$ cat config.mk
export PLATFORM = sky130hd
export DESIGN_NAME = reg_bus_arbiter_flat
export DESIGN_NICKNAME = d
export VERILOG_FILES = /design/src/rtl/reg_bus_arbiter_if.sv /design/src/rtl/reg_bus_arbiter.sv /design/src/flat_wrapper.sv
export SDC_FILE = /design/constraint.sdc
export NUM_CORES = 1
export LEC_CHECK = 0
export CAP_MARGIN = 10
export CORE_ASPECT_RATIO = 1.25
export CORE_UTILIZATION = 37
export DETAILED_ROUTE_END_ITERATION = 7
export GPL_ROUTABILITY_DRIVEN = 0
export PLACE_DENSITY = 0.82
export SKIP_LAST_GASP = 1
export SYNTH_ARGS = -nofsm -noshare
export SYNTH_HDL_FRONTEND = slang
export SYNTH_SLANG_ARGS = --single-unit
export TNS_END_PERCENT = 100
$ cat constraint.sdc
create_clock -name clk -period 1.5 [get_ports clk]
set_input_delay 0.3 -clock clk [delete_from_list [all_inputs] [get_ports clk]]
set_output_delay 0.3 -clock clk [all_outputs]
set_load 0.02 [all_outputs]
$ cat src/rtl/reg_bus_arbiter_if.sv
`default_nettype none
// ============================================================================
// Module      : reg_bus_arbiter_if
// Description : Bundles the two requester ports and the register-bank target
//               port of reg_bus_arbiter. The 'slave' modport is the arbiter's
//               view. The 'master' modport is the view of whatever drives the
//               requests and models the target.
// Revision    : 1.0 - initial release
// ============================================================================
interface reg_bus_arbiter_if #(
  parameter int ADDR_W = 16,
  parameter int DATA_W = 16
);
  // Requester A (Modbus register path)
  logic              iReqA;
  logic              iWeA;
  logic [ADDR_W-1:0] iAddrA;
  logic [DATA_W-1:0] iDataWrA;
  logic              oAckA;
  logic [DATA_W-1:0] oDataRdA;
  // Requester B (local master)
  logic              iReqB;
  logic              iWeB;
  logic [ADDR_W-1:0] iAddrB;
  logic [DATA_W-1:0] iDataWrB;
  logic              oAckB;
  logic [DATA_W-1:0] oDataRdB;
  // Register bank target
  logic [ADDR_W-1:0] oTgtAddr;
  logic [DATA_W-1:0] oTgtDataWr;
  logic              oTgtWrEn;
  logic              oTgtRdEn;
  logic [DATA_W-1:0] iTgtDataRd;
  // Status
  logic              oBusy;
  logic              oGrantB;

  modport slave (
    input  iReqA, iWeA, iAddrA, iDataWrA,
    input  iReqB, iWeB, iAddrB, iDataWrB,
    input  iTgtDataRd,
    output oAckA, oDataRdA, oAckB, oDataRdB,
    output oTgtAddr, oTgtDataWr, oTgtWrEn, oTgtRdEn,
    output oBusy, oGrantB
  );

  modport master (
    output iReqA, iWeA, iAddrA, iDataWrA,
    output iReqB, iWeB, iAddrB, iDataWrB,
    output iTgtDataRd,
    input  oAckA, oDataRdA, oAckB, oDataRdB,
    input  oTgtAddr, oTgtDataWr, oTgtWrEn, oTgtRdEn,
    input  oBusy, oGrantB
  );
endinterface
`default_nettype wire

$ cat src/rtl/reg_bus_arbiter.sv
`default_nettype none
// ============================================================================
// Module      : reg_bus_arbiter
// Description : Two-requester arbiter/sequencer for one synchronous register
//               bank. Each transaction runs IDLE -> ISSUE -> (WAIT) -> ACK.
//               Ties are resolved round-robin by default. Defining
//               REG_BUS_ARB_PRIO_A_EN gives requester A fixed priority on
//               ties.
// Revision    : 1.0 - initial release
// ============================================================================
module reg_bus_arbiter #(
  parameter int ADDR_W = 16,
  parameter int DATA_W = 16,
  parameter int RD_LAT = 1
) (
  input  logic               clk,
  input  logic               rst,
  reg_bus_arbiter_if.slave   bus
);

  localparam logic [1:0] c_IDLE  = 2'd0;
  localparam logic [1:0] c_ISSUE = 2'd1;
  localparam logic [1:0] c_WAIT  = 2'd2;
  localparam logic [1:0] c_ACK   = 2'd3;
  // Counter value on the final WAIT cycle; unused when RD_LAT is 0.
  localparam logic [1:0] c_WAIT_LAST = (RD_LAT == 0) ? 2'd0 : 2'(RD_LAT - 1);

  logic [1:0]        r_state;
  logic [1:0]        w_nextState;
  logic              r_lastB;
  logic              r_grantB;
  logic              r_we;
  logic [ADDR_W-1:0] r_addr;
  logic [DATA_W-1:0] r_wdata;
  logic [1:0]        r_waitCnt;
  logic [DATA_W-1:0] r_dataRdA;
  logic [DATA_W-1:0] r_dataRdB;
  logic              w_anyReq;
  logic              w_pickB;
  logic              w_waitDone;
  logic              w_capture;

  assign w_anyReq   = bus.iReqA | bus.iReqB;
`ifdef REG_BUS_ARB_PRIO_A_EN
  assign w_pickB    = bus.iReqB & ~bus.iReqA;
`else
  // On a tie the requester that was not granted last wins.
  assign w_pickB    = bus.iReqB & (~bus.iReqA | ~r_lastB);
`endif
  assign w_waitDone = (r_waitCnt == c_WAIT_LAST);
  // With zero latency the bank answers combinationally during the strobe.
  assign w_capture  = (RD_LAT == 0) ? ((r_state == c_ISSUE) && !r_we)
                                    : ((r_state == c_WAIT) && w_waitDone);

  // Target address/data come straight from the latched request, so they hold
  // their last values between transactions.
  assign bus.oTgtAddr   = r_addr;
  assign bus.oTgtDataWr = r_wdata;
  assign bus.oDataRdA   = r_dataRdA;
  assign bus.oDataRdB   = r_dataRdB;
  assign bus.oGrantB    = r_grantB;

  // State register; reset aborts any transaction in flight.
  always_ff @(posedge clk or negedge rst) begin
    if (!rst) r_state <= c_IDLE;
    else      r_state <= w_nextState;
  end

  // Next-state sequencing.
  always_comb begin
    w_nextState = r_state;
    case (r_state)
      c_IDLE:  if (w_anyReq) w_nextState = c_ISSUE;
      c_ISSUE: w_nextState = (r_we || (RD_LAT == 0)) ? c_ACK : c_WAIT;
      c_WAIT:  if (w_waitDone) w_nextState = c_ACK;
      c_ACK:   w_nextState = c_IDLE;
      default: w_nextState = c_IDLE;
    endcase
  end

  // Strobes, acks and busy decoded from the current state.
  always_comb begin
    bus.oTgtWrEn = 1'b0;
    bus.oTgtRdEn = 1'b0;
    bus.oAckA    = 1'b0;
    bus.oAckB    = 1'b0;
    bus.oBusy    = (r_state != c_IDLE);
    case (r_state)
      c_ISSUE: begin
        bus.oTgtWrEn = r_we;
        bus.oTgtRdEn = ~r_we;
      end
      c_ACK: begin
        bus.oAckA = ~r_grantB;
        bus.oAckB = r_grantB;
      end
      default: ;
    endcase
  end

  // Latch the winner's request and update the last-grant pointer.
  always_ff @(posedge clk or negedge rst) begin
    if (!rst) begin
      r_lastB  <= 1'b1;
      r_grantB <= 1'b0;
      r_we     <= 1'b0;
      r_addr   <= '0;
      r_wdata  <= '0;
    end else if ((r_state == c_IDLE) && w_anyReq) begin
      r_lastB  <= w_pickB;
      r_grantB <= w_pickB;
      r_we     <= w_pickB ? bus.iWeB     : bus.iWeA;
      r_addr   <= w_pickB ? bus.iAddrB   : bus.iAddrA;
      r_wdata  <= w_pickB ? bus.iDataWrB : bus.iDataWrA;
    end
  end

  // Count read-latency cycles while in WAIT.
  always_ff @(posedge clk or negedge rst) begin
    if (!rst)                   r_waitCnt <= 2'd0;
    else if (r_state == c_WAIT) r_waitCnt <= r_waitCnt + 2'd1;
    else                        r_waitCnt <= 2'd0;
  end

  // Capture read data into the owner's holding register.
  always_ff @(posedge clk or negedge rst) begin
    if (!rst) begin
      r_dataRdA <= '0;
      r_dataRdB <= '0;
    end else if (w_capture) begin
      if (r_grantB) r_dataRdB <= bus.iTgtDataRd;
      else          r_dataRdA <= bus.iTgtDataRd;
    end
  end

endmodule
`default_nettype wire
$ cat src/flat_wrapper.sv
// flat-port wrapper written by rule: the top's interface ports become plain ports
module reg_bus_arbiter_flat 
#(
  parameter int ADDR_W = 16,
  parameter int DATA_W = 16,
  parameter int RD_LAT = 1
)
  (clk, rst, bus_iReqA, bus_iWeA, bus_iAddrA, bus_iDataWrA, bus_iReqB, bus_iWeB, bus_iAddrB, bus_iDataWrB, bus_iTgtDataRd, bus_oAckA, bus_oDataRdA, bus_oAckB, bus_oDataRdB, bus_oTgtAddr, bus_oTgtDataWr, bus_oTgtWrEn, bus_oTgtRdEn, bus_oBusy, bus_oGrantB);
  reg_bus_arbiter_if #(.ADDR_W(ADDR_W), .DATA_W(DATA_W)) bus_i ();
  input  logic clk;
  input  logic rst;
  input wire logic [$bits(bus_i.iReqA)-1:0] bus_iReqA;
  input wire logic [$bits(bus_i.iWeA)-1:0] bus_iWeA;
  input wire logic [$bits(bus_i.iAddrA)-1:0] bus_iAddrA;
  input wire logic [$bits(bus_i.iDataWrA)-1:0] bus_iDataWrA;
  input wire logic [$bits(bus_i.iReqB)-1:0] bus_iReqB;
  input wire logic [$bits(bus_i.iWeB)-1:0] bus_iWeB;
  input wire logic [$bits(bus_i.iAddrB)-1:0] bus_iAddrB;
  input wire logic [$bits(bus_i.iDataWrB)-1:0] bus_iDataWrB;
  input wire logic [$bits(bus_i.iTgtDataRd)-1:0] bus_iTgtDataRd;
  output wire logic [$bits(bus_i.oAckA)-1:0] bus_oAckA;
  output wire logic [$bits(bus_i.oDataRdA)-1:0] bus_oDataRdA;
  output wire logic [$bits(bus_i.oAckB)-1:0] bus_oAckB;
  output wire logic [$bits(bus_i.oDataRdB)-1:0] bus_oDataRdB;
  output wire logic [$bits(bus_i.oTgtAddr)-1:0] bus_oTgtAddr;
  output wire logic [$bits(bus_i.oTgtDataWr)-1:0] bus_oTgtDataWr;
  output wire logic [$bits(bus_i.oTgtWrEn)-1:0] bus_oTgtWrEn;
  output wire logic [$bits(bus_i.oTgtRdEn)-1:0] bus_oTgtRdEn;
  output wire logic [$bits(bus_i.oBusy)-1:0] bus_oBusy;
  output wire logic [$bits(bus_i.oGrantB)-1:0] bus_oGrantB;
  assign bus_i.iReqA = bus_iReqA;
  assign bus_i.iWeA = bus_iWeA;
  assign bus_i.iAddrA = bus_iAddrA;
  assign bus_i.iDataWrA = bus_iDataWrA;
  assign bus_i.iReqB = bus_iReqB;
  assign bus_i.iWeB = bus_iWeB;
  assign bus_i.iAddrB = bus_iAddrB;
  assign bus_i.iDataWrB = bus_iDataWrB;
  assign bus_i.iTgtDataRd = bus_iTgtDataRd;
  assign bus_oAckA = bus_i.oAckA;
  assign bus_oDataRdA = bus_i.oDataRdA;
  assign bus_oAckB = bus_i.oAckB;
  assign bus_oDataRdB = bus_i.oDataRdB;
  assign bus_oTgtAddr = bus_i.oTgtAddr;
  assign bus_oTgtDataWr = bus_i.oTgtDataWr;
  assign bus_oTgtWrEn = bus_i.oTgtWrEn;
  assign bus_oTgtRdEn = bus_i.oTgtRdEn;
  assign bus_oBusy = bus_i.oBusy;
  assign bus_oGrantB = bus_i.oGrantB;
  reg_bus_arbiter #(.ADDR_W(ADDR_W), .DATA_W(DATA_W), .RD_LAT(RD_LAT)) u_core (.clk(clk), .rst(rst), .bus(bus_i));
endmodule
==> metrics.yaml, run 1 <==
status:
  status: "finished, violations left"
  failed_checks: "negative setup slack"
run:
  drv_cap: 0
hold_path:
  whs_endpoint: "u_core.r_waitCnt[0]$_DFF_PN0_"
  holdCritPathClass: "reg -> reg"
  hp-start: "u_core.r_waitCnt[0]$_DFF_PN0_"
  min_path_cells: 1
floorplan:
  rows: 37
  core-area_sq_um: 8380
  io_pins: 156
  start_util_pct: 38.8
  fp.dieW_um: 85.9
  die-area_sq_um: 9170
  die-height_um: 107
synth:
  synth_xor_area_share_pct: 0
  syn_area_sq_um: 3250
  ys_seq_elements: 71
  muxShareOfSynthArea_pct: 11.4
  synth_fa_ha_area_share_pct: 2.31
  synthDistinctLibCells: 26
  avgSynthCellArea_sq_um: 11.4
  synthCells: 286
  synth_compound_area_share_pct: 16.2
  synth_enable_flop_cells: 0
  syn_nets: 378
  ys_seq_area_share_pct: 54.7
  ys_warn_count: 0
  synth-simple-area-share_pct: 10.8
  ys.flop_type: "dfrtp_1"
  postSynth.asyncResetShare_pct: 100
  synth_top_family_by_area: "compound AO/OA/AOI/OAI gates"
timing:
  slew_headroom_pct: 73.6
  fmax_mhz: 625
  finalSetupViolations: 38
  hold_viol_final: 0
  whs_ns: 0.436
  setup_ws_ns: -0.0990
  tns_ns: -1.87
  period_minus_slack_ns: 1.60
  drv_slew: 0
  tightest_slew_ns: 0.395
  min_period_over_period_pct: 107
  rsz0062_at_grt: "yes"
  final.setup_skew_ns: 0.0103
global_routing:
  grt_pass1_wl_mm: 13.7
  grt_max_degree: 72
  grt_pass1_vias: 2864
  antenna_found_initial: 0
  grt_util_all_layers_pct: 19.1
  grt-ovfl-total: 0
clock_network:
  clk_path_buf_depth: 2
  cts_tree: "built"
  path_clk_slew_ns: 0.08
  clk_latency_ns: 0.33
  cts_max_level: 3
  cts_buffers: 9
  root_buffer: "clkbuf_8"
  cts_sinks: 71
worst_setup_path:
  start_kind: "flop"
  path_class: "reg -> reg"
  path_common_cell: "buf_6"
  critPathArrivalTime_ns: 1.81
  rr_worst_depth: 6
  r2r_setup_slack_ns: -0.1
  reg2reg_to: "u_core.bus.oDataRdA[15]$_DFFE_PN0P_"
  path_cells: "buf_6 > buf_6 > ha_4 > buf_6 > nand3b_4 > mux2_2"
  slowest_delay_ns: 0.41
  end_kind: "flop"
  r2r_start: "u_core.r_state[1]$_DFFE_PN0P_"
  crit_fanout: 8
  slowest_stage: "dfrtp_1"
  required_ns: 1.71
detailed_routing:
  drt-initial-drc-count: 55
  drc: 0
  via_per_inst: 4.73
  drtPass1Iterations: 4
  vias: 2795
  detail_route.wl_per_cell_um: 14.3
  finalWirelength_mm: 8.45
  drtAntennaViolNets: 0
power:
  ir_worst_vdd_mv: 0.970
  combPwrFrac_pct: 56.4
  p_total_mw: 11.6
  netSwitchingFraction_pct: 39.1
  p_switching_mw: 4.54
  power_density_nw_per_um2: 2110
  internal_power_mw: 7.08
  p_clk_share_pct: 14.0
  p_seq_share_pct: 29.6
  leakage_nw: 2.49
cells_and_area:
  num-fill-cells: 676
  antenna_cells: 0
  fin_cells: 591
  areaGrowthSynthToFinish_pct: 69.5
  nNetsFinal: 562
  drive_gt1_share_pct: 29.7
placed_design:
  dp_cells: 566
  numPortBuffers: 155
  place_hpwl_mm: 5.88
==> synthesized netlist by cell type (3+ instances only) <==
master	count	share of area, %
dfrtp_1	70	54
a21oi_1	38	5.8
nor2_1	35	4.0
nand2_1	34	3.9
a21oi_2	30	8.1
mux2_2	29	10
buf_6	8	2.8
buf_2	7	1.1
ha_1	6	2.3
inv_1	5	0.58
mux2_1	4	1.4
nor2b_1	4	0.77
and2_1	3	0.58
==> worst max path at each step <==
stage | from | endpoint | slack (ns) | cells after the start
detailed placement | bus_iReqB | u_core.bus.oTgtDataWr[0]$_DFFE_PN0P_ | -0.22 | 6
finish | u_core.r_state[1]$_DFFE_PN0P_ | u_core.bus.oDataRdA[15]$_DFFE_PN0P_ | -0.1 | 6
floorplan | u_core.r_state[0]$_DFFE_PN0P_ | u_core.r_state[1]$_DFFE_PN0P_ | 0.02 | 5
global route | u_core.r_state[0]$_DFFE_PN0P_ | u_core.bus.oDataRdA[7]$_DFFE_PN0P_ | -0.15 | 6
global placement | bus_iReqA | u_core.r_state[1]$_DFFE_PN0P_ | -0.17 | 4
CTS | u_core.r_state[1]$_DFFE_PN0P_ | bus_oAckA | -0.12 | 4
==> state kept, by name, summed over array words and instances (netlist names) <==
| register | cells |
|---|---|
| u_core.bus.oDataRdA | 16 |
| u_core.bus.oDataRdB | 16 |
| u_core.bus.oTgtAddr | 16 |
| u_core.bus.oTgtDataWr | 16 |
| u_core.r_state | 2 |
| u_core.r_waitCnt | 2 |
| u_core.bus.oGrantB | 1 |
| u_core.r_lastB | 1 |
| u_core.r_we | 1 |
==> layout by cell type, fill, tap and decap left out, types with 10 or more instances in the layout <==
| cell type | count |
|---|---|
| dlygate4sd2_1 | 65 |
| clkdlybuf4s50_1 | 84 |
| a21oi_1 | 35 |
| mux2_4 | 23 |
| dfrtp_1 | 69 |
| nor2_1 | 34 |
| a21oi_2 | 33 |
| nand2_1 | 34 |
| mux2_2 | 10 |
| buf_4 | 22 |
==> metal layers <==
| layer | vias up | wire, um | GRT usage, % | share of wire [%] |
|---|---|---|---|---|
| met3 | 9 | 558 | 5.08 | 6.6 |
| met4 | 0 | 99 | 7.02 | 1.2 |
| met5 | - | 0 | 0 | 0 |
| met1 | 1339 | 3430 | 22.6 | 41 |
| met2 | 109 | 4360 | 33.1 | 52 |
| li1 | 1338 | - | - | - |
==> worst max-delay path: cells and delay by family (launching register included) <==
kind,cells,cell delay (ns)
fa+ha+maj,1,0.18
flops,1,0.41
mux,1,0.35
buf+inv,3,0.36
simple gates,1,0.16
==> final cells by class <==
cell class              count  area [sq um]  area share [%]
clock buffers               9           124            2.25
clock inverters             6          86.3            1.57
inverters                   5          18.8           0.341
multi-input cells         195          1520            27.6
flip-flops and latches     71          1780            32.3
well taps                 117           146            2.66
repair buffers            188          1830            33.3
==> power by group through the flow <==
stage | registers, mW | logic [mW] | clock network, mW
3_3_place_gp | 3.41 | 6.26 | 0
2_1_floorplan | 4.54 | 2.35 | 0
3_5_place_dp | 3.47 | 6.37 | 0
4_1_cts | 3.42 | 6.35 | 1.67
6_report | 3.44 | 6.55 | 1.62
5_1_grt | 3.57 | 7.04 | 1.76
==> cell families (layout without fill, tap and decap cells) <==
group,after synthesis,count (layout)
simple gates,80,81
mux,33,33
buf+inv,21,208
compound gates,75,75
flops,71,71
fa+ha+maj,6,6
==> per-stage QoR <==
stage	cell area [sq um]	utilization, %	setup slack, ns
4_1_cts	5420	64.7	-0.119
2_1_floorplan	3250	-	0.0166
3_5_place_dp	5070	60.5	-0.218
3_3_place_gp	5070	60.5	-0.170
6_report	5510	65.8	-0.0990
5_1_grt	5510	65.8	-0.153
==> timing repair <==
action	in CTS	in global routing
endpoints found under the setup margin	104	59
hold buffers	1	0
pin swaps	1	2
buffers inserted	6	1
gates cloned	2	0
endpoints found under the hold margin	70	0
gates resized for setup	126	22
Power figures use the tool's default switching activity.
==> run 2: changes to the inputs <==
--- a/config.mk
+++ b/config.mk
@@ -7,9 +7,9 @@
 export LEC_CHECK = 0
 export CAP_MARGIN = 10
 export CORE_ASPECT_RATIO = 1.25
+export CORE_MARGIN = 2
 export CORE_UTILIZATION = 37
 export DETAILED_ROUTE_END_ITERATION = 7
-export GPL_ROUTABILITY_DRIVEN = 0
 export PLACE_DENSITY = 0.82
 export SKIP_LAST_GASP = 1
 export SYNTH_ARGS = -nofsm -noshare
==> run 2 against run 1 <==
  * The run still ends with negative setup slack left
  * Clock skew down 0.0032 ns
  * Critical path depth down 2
  * Critical endpoint is now bus_oTgtRdEn
  * Sequential cell count unchanged
  * Routed wire length up 3.2%
  * Sequential power about the same
  * Clock power down 22%
  * Total power down 5.4%
  * Worst setup slack better by 0.032 ns
  * Largest cell class unchanged
  * Largest power group unchanged
  * Combinational power down 3.7%
  * Clock-buffer cell count up 2
  * Register-to-register slack better by 0.06 ns
  * Highest routed layer unchanged
==> metrics.yaml, run 2 (synthesis gave the netlist of run 1 again) <==
global_routing:
  grt_max_degree: 39  # was 72
  grt_pass1_wl_mm: 12.8  # was 13.7 mm
  grt-ovfl-total: 0  # unchanged
  antenna_found_initial: 0  # unchanged
  grt_pass1_vias: 2692  # was 2,864
  grt_util_all_layers_pct: 17.4  # was 19.1%
timing:
  tightest_slew_ns: 0.421  # was 0.395 ns
  final.setup_skew_ns: 0.00709  # was 0.0103 ns
  finalSetupViolations: 21  # was 38
  slew_headroom_pct: 71.8  # was 73.6%
  min_period_over_period_pct: 104  # was 107%
  setup_ws_ns: -0.0671  # was -0.0990 ns
  hold_viol_final: 0  # unchanged
  whs_ns: 0.397  # was 0.436 ns
  fmax_mhz: 638  # was 625 MHz
  drv_slew: 0  # unchanged
  period_minus_slack_ns: 1.57  # was 1.60 ns
  rsz0062_at_grt: "yes"  # unchanged
floorplan:
  rows: 38  # was 37
  fp.dieW_um: 87.9  # was 85.9 um
  io_pins: 156  # unchanged
  die-area_sq_um: 9560  # was 9170 sq um
  die-height_um: 109  # was 107 um
  core-area_sq_um: 8610  # was 8380 sq um
  start_util_pct: 37.8  # was 38.8%
placed_design:
  numPortBuffers: 155  # unchanged
  place_hpwl_mm: 6.14  # was 5.88 mm
  globalplace.congestion: 0.746
run:
  drv_cap: 0  # unchanged
detailed_routing:
  drtAntennaViolNets: 0  # unchanged
  drtPass1Iterations: 4  # unchanged
  drt-initial-drc-count: 67  # was 55
  finalWirelength_mm: 8.72  # was 8.45 mm
  via_per_inst: 4.75  # was 4.73
  detail_route.wl_per_cell_um: 14.8  # was 14.3 um
  drc: 0  # unchanged
  vias: 2809  # was 2,795
worst_setup_path:
  reg2reg_to: "u_core.bus.oDataRdB[8]$_DFFE_PN0P_"  # was u_core.bus.oDataRdA[15]$_DFFE_PN0P_
  critPathArrivalTime_ns: 1.27  # was 1.81 ns
  rr_worst_depth: 6  # unchanged
  path_class: "reg -> out"  # was reg -> reg
  end_kind: "primary output"  # was flop
  crit_fanout: 3  # was 8
  start_kind: "flop"  # unchanged
  required_ns: 1.20  # was 1.71 ns
  r2r_start: "u_core.r_state[0]$_DFFE_PN0P_"  # was u_core.r_state[1]$_DFFE_PN0P_
  r2r_setup_slack_ns: -0.04  # was -0.1 ns
clock_network:
  path_clk_slew_ns: 0.07  # was 0.08 ns
  root_buffer: "clkbuf_8"  # unchanged
  cts_max_level: 3  # unchanged
  cts_tree: "built"  # unchanged
  clk_path_buf_depth: 2  # unchanged
  cts_sinks: 71  # unchanged
  cts_buffers: 9  # unchanged
  clk_latency_ns: 0.34  # was 0.33 ns
cells_and_area:
  areaGrowthSynthToFinish_pct: 65.4  # was 69.5%
  num-fill-cells: 718  # was 676
  nNetsFinal: 558  # was 562
  drive_gt1_share_pct: 29.7  # about the same
  antenna_cells: 0  # unchanged
  layout_common_cells: "84 x clkdlybuf4s50_1, 69 x dfrtp_1, 65 x dlygate4sd2_1"  # unchanged
  final_common_cell: "clkdlybuf4s50_1"  # unchanged
power:
  leakage_nw: 2.36  # was 2.49 nW
  p_total_mw: 11.0  # was 11.6 mW
  power_density_nw_per_um2: 2040  # was 2110 nW/um^2
  ir_worst_vdd_mv: 0.891  # was 0.970 mV
status:
  failed_checks: "negative setup slack"  # unchanged
  status: "finished, violations left"  # unchanged
hold_path:
  holdCritPathClass: "in -> async"  # was reg -> reg
-- run 2: cell count changes in the layout (fill, tap and decap cells not counted), moves of 3 or more --
cell and change:
a21oi_1 -3, a21oi_2 +3, buf_6 -3, clkinv_2 +3, mux2_2 +18, mux2_4 -18
-- run 2: worst max path at each step --
stage | end | startpoint | cells past startpoint | slack, ns
finish | bus_oTgtRdEn | u_core.r_state[1]$_DFFE_PN0P_ | 4 | -0.07
global route | bus_oTgtRdEn | u_core.r_state[1]$_DFFE_PN0P_ | 4 | -0.14
CTS | bus_oTgtWrEn | u_core.r_state[1]$_DFFE_PN0P_ | 4 | -0.14
detailed placement | u_core.bus.oTgtDataWr[7]$_DFFE_PN0P_ | bus_iReqA | 5 | -0.21
global placement | bus_oTgtRdEn | u_core.r_state[1]$_DFFE_PN0P_ | 4 | -0.17
floorplan | u_core.r_state[1]$_DFFE_PN0P_ | u_core.r_state[0]$_DFFE_PN0P_ | 5 | 0.02
-- run 2: routing by layer --
metal | routed length, um | up-vias | track usage, %
li1 | - | 1336 | -
met4 | 128 | 0 | 7.58
met5 | 0 | - | 0
met3 | 697 | 13 | 5.90
met2 | 4430 | 119 | 29.2
met1 | 3460 | 1341 | 20.0
-- run 2: cell type report --
type | instances | area, sq um | share of cell area, %
clock inverter | 5 | 25.0 | 0.465
clock buffer | 11 | 131 | 2.44
inverter | 5 | 18.8 | 0.349
timing repair buffer | 184 | 1810 | 33.6
tap | 120 | 150 | 2.79
sequential | 71 | 1780 | 33.1
multi-input combinational | 195 | 1470 | 27.2
-- run 2: worst max-delay path, stage by stage, from the launching register on --
cell	delay [ns]
dfrtp_1	0.42
inv_2	0.12
ha_4	0.14
nor2b_4	0.13
buf_6	0.12
-- run 2: per-stage QoR --
stage	setup slack [ns]	instance area, sq um	utilization [%]	setup TNS, ns	instances
after detailed placement	-0.212	5050	58.7	-8.18	566
after global routing	-0.137	5380	62.5	-2.33	591
after floorplan	0.0166	3250	-	0	286
after global placement	-0.169	5050	58.7	-6.45	566
after CTS	-0.139	5200	60.5	-0.377	586
final	-0.0671	5380	62.5	-0.645	591
-- run 2: what timing repair did --
action | in CTS | in global routing
pin swaps | 2 | 5
hold buffers | 1 | 0
setup endpoints to repair | 134 | 57
cloned | 1 | 2
setup buffers | 2 | 3
gates resized for setup | 103 | 25
hold endpoints to repair | 17 | 0
-- run 2: report_power, final --
group | total (mW) | internal [mW] | leakage (nW) | switching (mW)
clock | 1.26 | 0.586 | 0.0866 | 0.677
combinational | 6.31 | 3.01 | 1.46 | 3.31
sequential | 3.41 | 2.91 | 0.812 | 0.498
==> run 3: changes to the inputs <==
--- a/config.mk
+++ b/config.mk
@@ -10,6 +10,8 @@
 export CORE_MARGIN = 2
 export CORE_UTILIZATION = 37
 export DETAILED_ROUTE_END_ITERATION = 7
+export GPL_TIMING_DRIVEN = 0
+export HOLD_SLACK_MARGIN = 0.1
 export PLACE_DENSITY = 0.82
 export SKIP_LAST_GASP = 1
 export SYNTH_ARGS = -nofsm -noshare
==> run 3 against run 2 <==
  * The run still ends with negative setup slack left
  * Hold slack lost 0.32 ns
  * Combinational power is essentially flat
  * Register-to-register slack is essentially flat
  * Cell area grew 1.3%
  * Critical path depth is the same
  * Clock-buffer cell count shrank 1
  * Non-clock buffer count grew 2
  * Via count grew 0.11%
  * Global-route usage grew 1.4 points
  * Routed wire length grew 3.8%
  * Clock power grew 33%
  * Total power grew 4.0%
  * Largest cell class unchanged
  * Largest power group unchanged
  * Highest routed layer unchanged
==> metrics.yaml, run 3 (synthesis gave the netlist of run 1 again) <==
status:
  status: "finished, violations left"  # unchanged
  failed_checks: "negative setup slack"  # unchanged
detailed_routing:
  drtAntennaViolNets: 0  # unchanged
  finalWirelength_mm: 9.05  # was 8.72 mm
  detail_route.wl_per_cell_um: 15.3  # was 14.8 um
  vias: 2812  # was 2,809
  drtPass1Iterations: 4  # unchanged
  drc: 0  # unchanged
  via_per_inst: 4.75  # about the same
  drt-initial-drc-count: 84  # was 67
worst_setup_path:
  start_kind: "flop"  # unchanged
  reg2reg_to: "u_core.r_state[1]$_DFFE_PN0P_"  # was u_core.bus.oDataRdB[8]$_DFFE_PN0P_
  end_kind: "primary output"  # unchanged
  critPathArrivalTime_ns: 1.29  # was 1.27 ns
  path_class: "reg -> out"  # unchanged
  crit_fanout: 3  # unchanged
  r2r_start: "u_core.r_state[0]$_DFFE_PN0P_"  # unchanged
  required_ns: 1.20  # about the same
  rr_worst_depth: 6  # unchanged
  r2r_setup_slack_ns: -0.04  # about the same
power:
  ir_worst_vdd_mv: 0.910  # was 0.891 mV
  netSwitchingFraction_pct: 40.3  # was 40.8%
  combPwrFrac_pct: 55.1  # was 57.5%
  p_seq_share_pct: 30.2  # was 31.0%
  p_clk_share_pct: 14.7  # was 11.5%
  internal_power_mw: 6.83  # was 6.51 mW
  p_switching_mw: 4.61  # was 4.48 mW
  power_density_nw_per_um2: 2100  # was 2040 nW/um^2
  p_total_mw: 11.4  # was 11.0 mW
  leakage_nw: 2.35  # was 2.36 nW
cells_and_area:
  nNetsFinal: 559  # was 558
  final_common_cell: "clkdlybuf4s50_1"  # unchanged
  drive_gt1_share_pct: 33.3  # was 29.7%
  fin_cells: 592  # was 591
  layout_common_cells: "82 x clkdlybuf4s50_1, 68 x dfrtp_1, 64 x dlygate4sd2_1"  # was 84 x clkdlybuf4s50_1, 69 x dfrtp_1, 65 x dlygate4sd2_1
  antenna_cells: 0  # unchanged
  areaGrowthSynthToFinish_pct: 67.6  # was 65.4%
global_routing:
  grt_pass1_wl_mm: 13.8  # was 12.8 mm
  grt_pass1_vias: 2932  # was 2,692
  grt_max_degree: 72  # was 39
  grt_util_all_layers_pct: 18.8  # was 17.4%
  grt-ovfl-total: 0  # unchanged
  antenna_found_initial: 0  # unchanged
clock_network:
  root_buffer: "clkbuf_8"  # unchanged
  cts_tree: "built"  # unchanged
  clk_latency_ns: 0.35  # was 0.34 ns
  path_clk_slew_ns: 0.08  # was 0.07 ns
  cts_buffers: 9  # unchanged
  clk_path_buf_depth: 2  # unchanged
  cts_hold_repair.buffers: 0  # was 1
  cts_sinks: 71  # unchanged
  cts_max_level: 3  # unchanged
hold_path:
  holdCritPathClass: "in -> async"  # unchanged
timing:
  hold_viol_final: 0  # unchanged
  tns_ns: -0.397  # was -0.645 ns
  setup_ws_ns: -0.0874  # was -0.0671 ns
  drv_slew: 0  # unchanged
  final.setup_skew_ns: 0.0103  # was 0.00709 ns
  min_period_over_period_pct: 106  # was 104%
  fmax_mhz: 630  # was 638 MHz
  slew_headroom_pct: 39.6  # was 71.8%
  rsz0062_at_grt: "yes"  # unchanged
  period_minus_slack_ns: 1.59  # was 1.57 ns
  tightest_slew_ns: 0.906  # was 0.421 ns
  finalSetupViolations: 6  # was 21
floorplan:
  rows: 38  # unchanged
  fp.dieW_um: 87.9  # unchanged
  core-area_sq_um: 8610  # unchanged
  die-area_sq_um: 9560  # unchanged
  die-height_um: 109  # unchanged
  io_pins: 156  # unchanged
  start_util_pct: 37.8  # unchanged
placed_design:
  numPortBuffers: 154  # was 155
  dp_cells: 560  # was 566
  globalplace.congestion: 0.722  # was 0.746
  place_hpwl_mm: 6.22  # was 6.14 mm
run:
  drv_cap: 0  # unchanged
-- run 3: through the flow --
step	worst slack, ns	hold WS (ns)	utilization [%]	cell area (sq um)
after floorplan	0.0166	0.00441	-	3250
after global placement	-2.29	0.415	57.5	4950
after detailed placement	-0.340	0.440	57.4	4940
after CTS	-0.150	0.109	60.8	5240
after global routing	-0.143	0.151	63.3	5450
final	-0.0874	0.0725	63.3	5450
-- run 3: how the worst max path moves through the flow --
stage                                                     to                     startpoint  cells after the start
after detailed placement                           bus_oBusy  u_core.r_state[0]$_DFFE_PN0P_                      4
after CTS                                       bus_oTgtWrEn  u_core.r_state[1]$_DFFE_PN0P_                      4
final                                           bus_oTgtRdEn  u_core.r_state[1]$_DFFE_PN0P_                      4
after global placement    u_core.bus.oTgtAddr[4]$_DFFE_PN0P_                            rst                      1
after floorplan                u_core.r_state[1]$_DFFE_PN0P_  u_core.r_state[0]$_DFFE_PN0P_                      5
after global routing                            bus_oTgtRdEn  u_core.r_state[1]$_DFFE_PN0P_                      4
-- run 3: power by group through the flow --
stage / Combinational (mW) / Sequential [mW] / Clock [mW]
after floorplan: 2.35 / 4.54 / 0
after global placement: 5.99 / 3.45 / 0
after detailed placement: 6.13 / 3.49 / 0
after CTS: 5.91 / 3.44 / 1.71
after global routing: 6.77 / 3.58 / 1.81
final: 6.30 / 3.46 / 1.68
-- run 3: routing by layer --
| layer | vias up | GRT usage [%] | share of wire (%) |
|---|---|---|---|
| li1 | 1333 | - | - |
| met1 | 1344 | 22.3 | 40 |
| met2 | 121 | 31.7 | 51 |
| met3 | 14 | 5.68 | 7.4 |
| met4 | 0 | 7.47 | 1.9 |
| met5 | - | 0 | 0 |
-- run 3: final cells by class --
| class | count | area, sq um |
|---|---|---|
| clock buffers | 10 | 128 |
| well taps | 120 | 150 |
| clock inverters | 6 | 85.1 |
| plain buffers | 16 | 168 |
| multi-input cells | 194 | 1490 |
| inverters | 5 | 21.3 |
| repair buffers | 170 | 1630 |
| fillers | 750 | 3160 |
| flip-flops and latches | 71 | 1780 |
-- run 3: critical path, cell delays in order (launching register included) --
cell,delay (ns)
dfrtp_1,0.42
inv_2,0.13
ha_4,0.14
nor2b_4,0.13
buf_6,0.12
-- run 3: repair_timing --
item,CTS,global route
setup endpoints to repair,122,51
gates cloned,1,1
pin swaps,2,3
buffers inserted,10,5
resized for setup,109,51
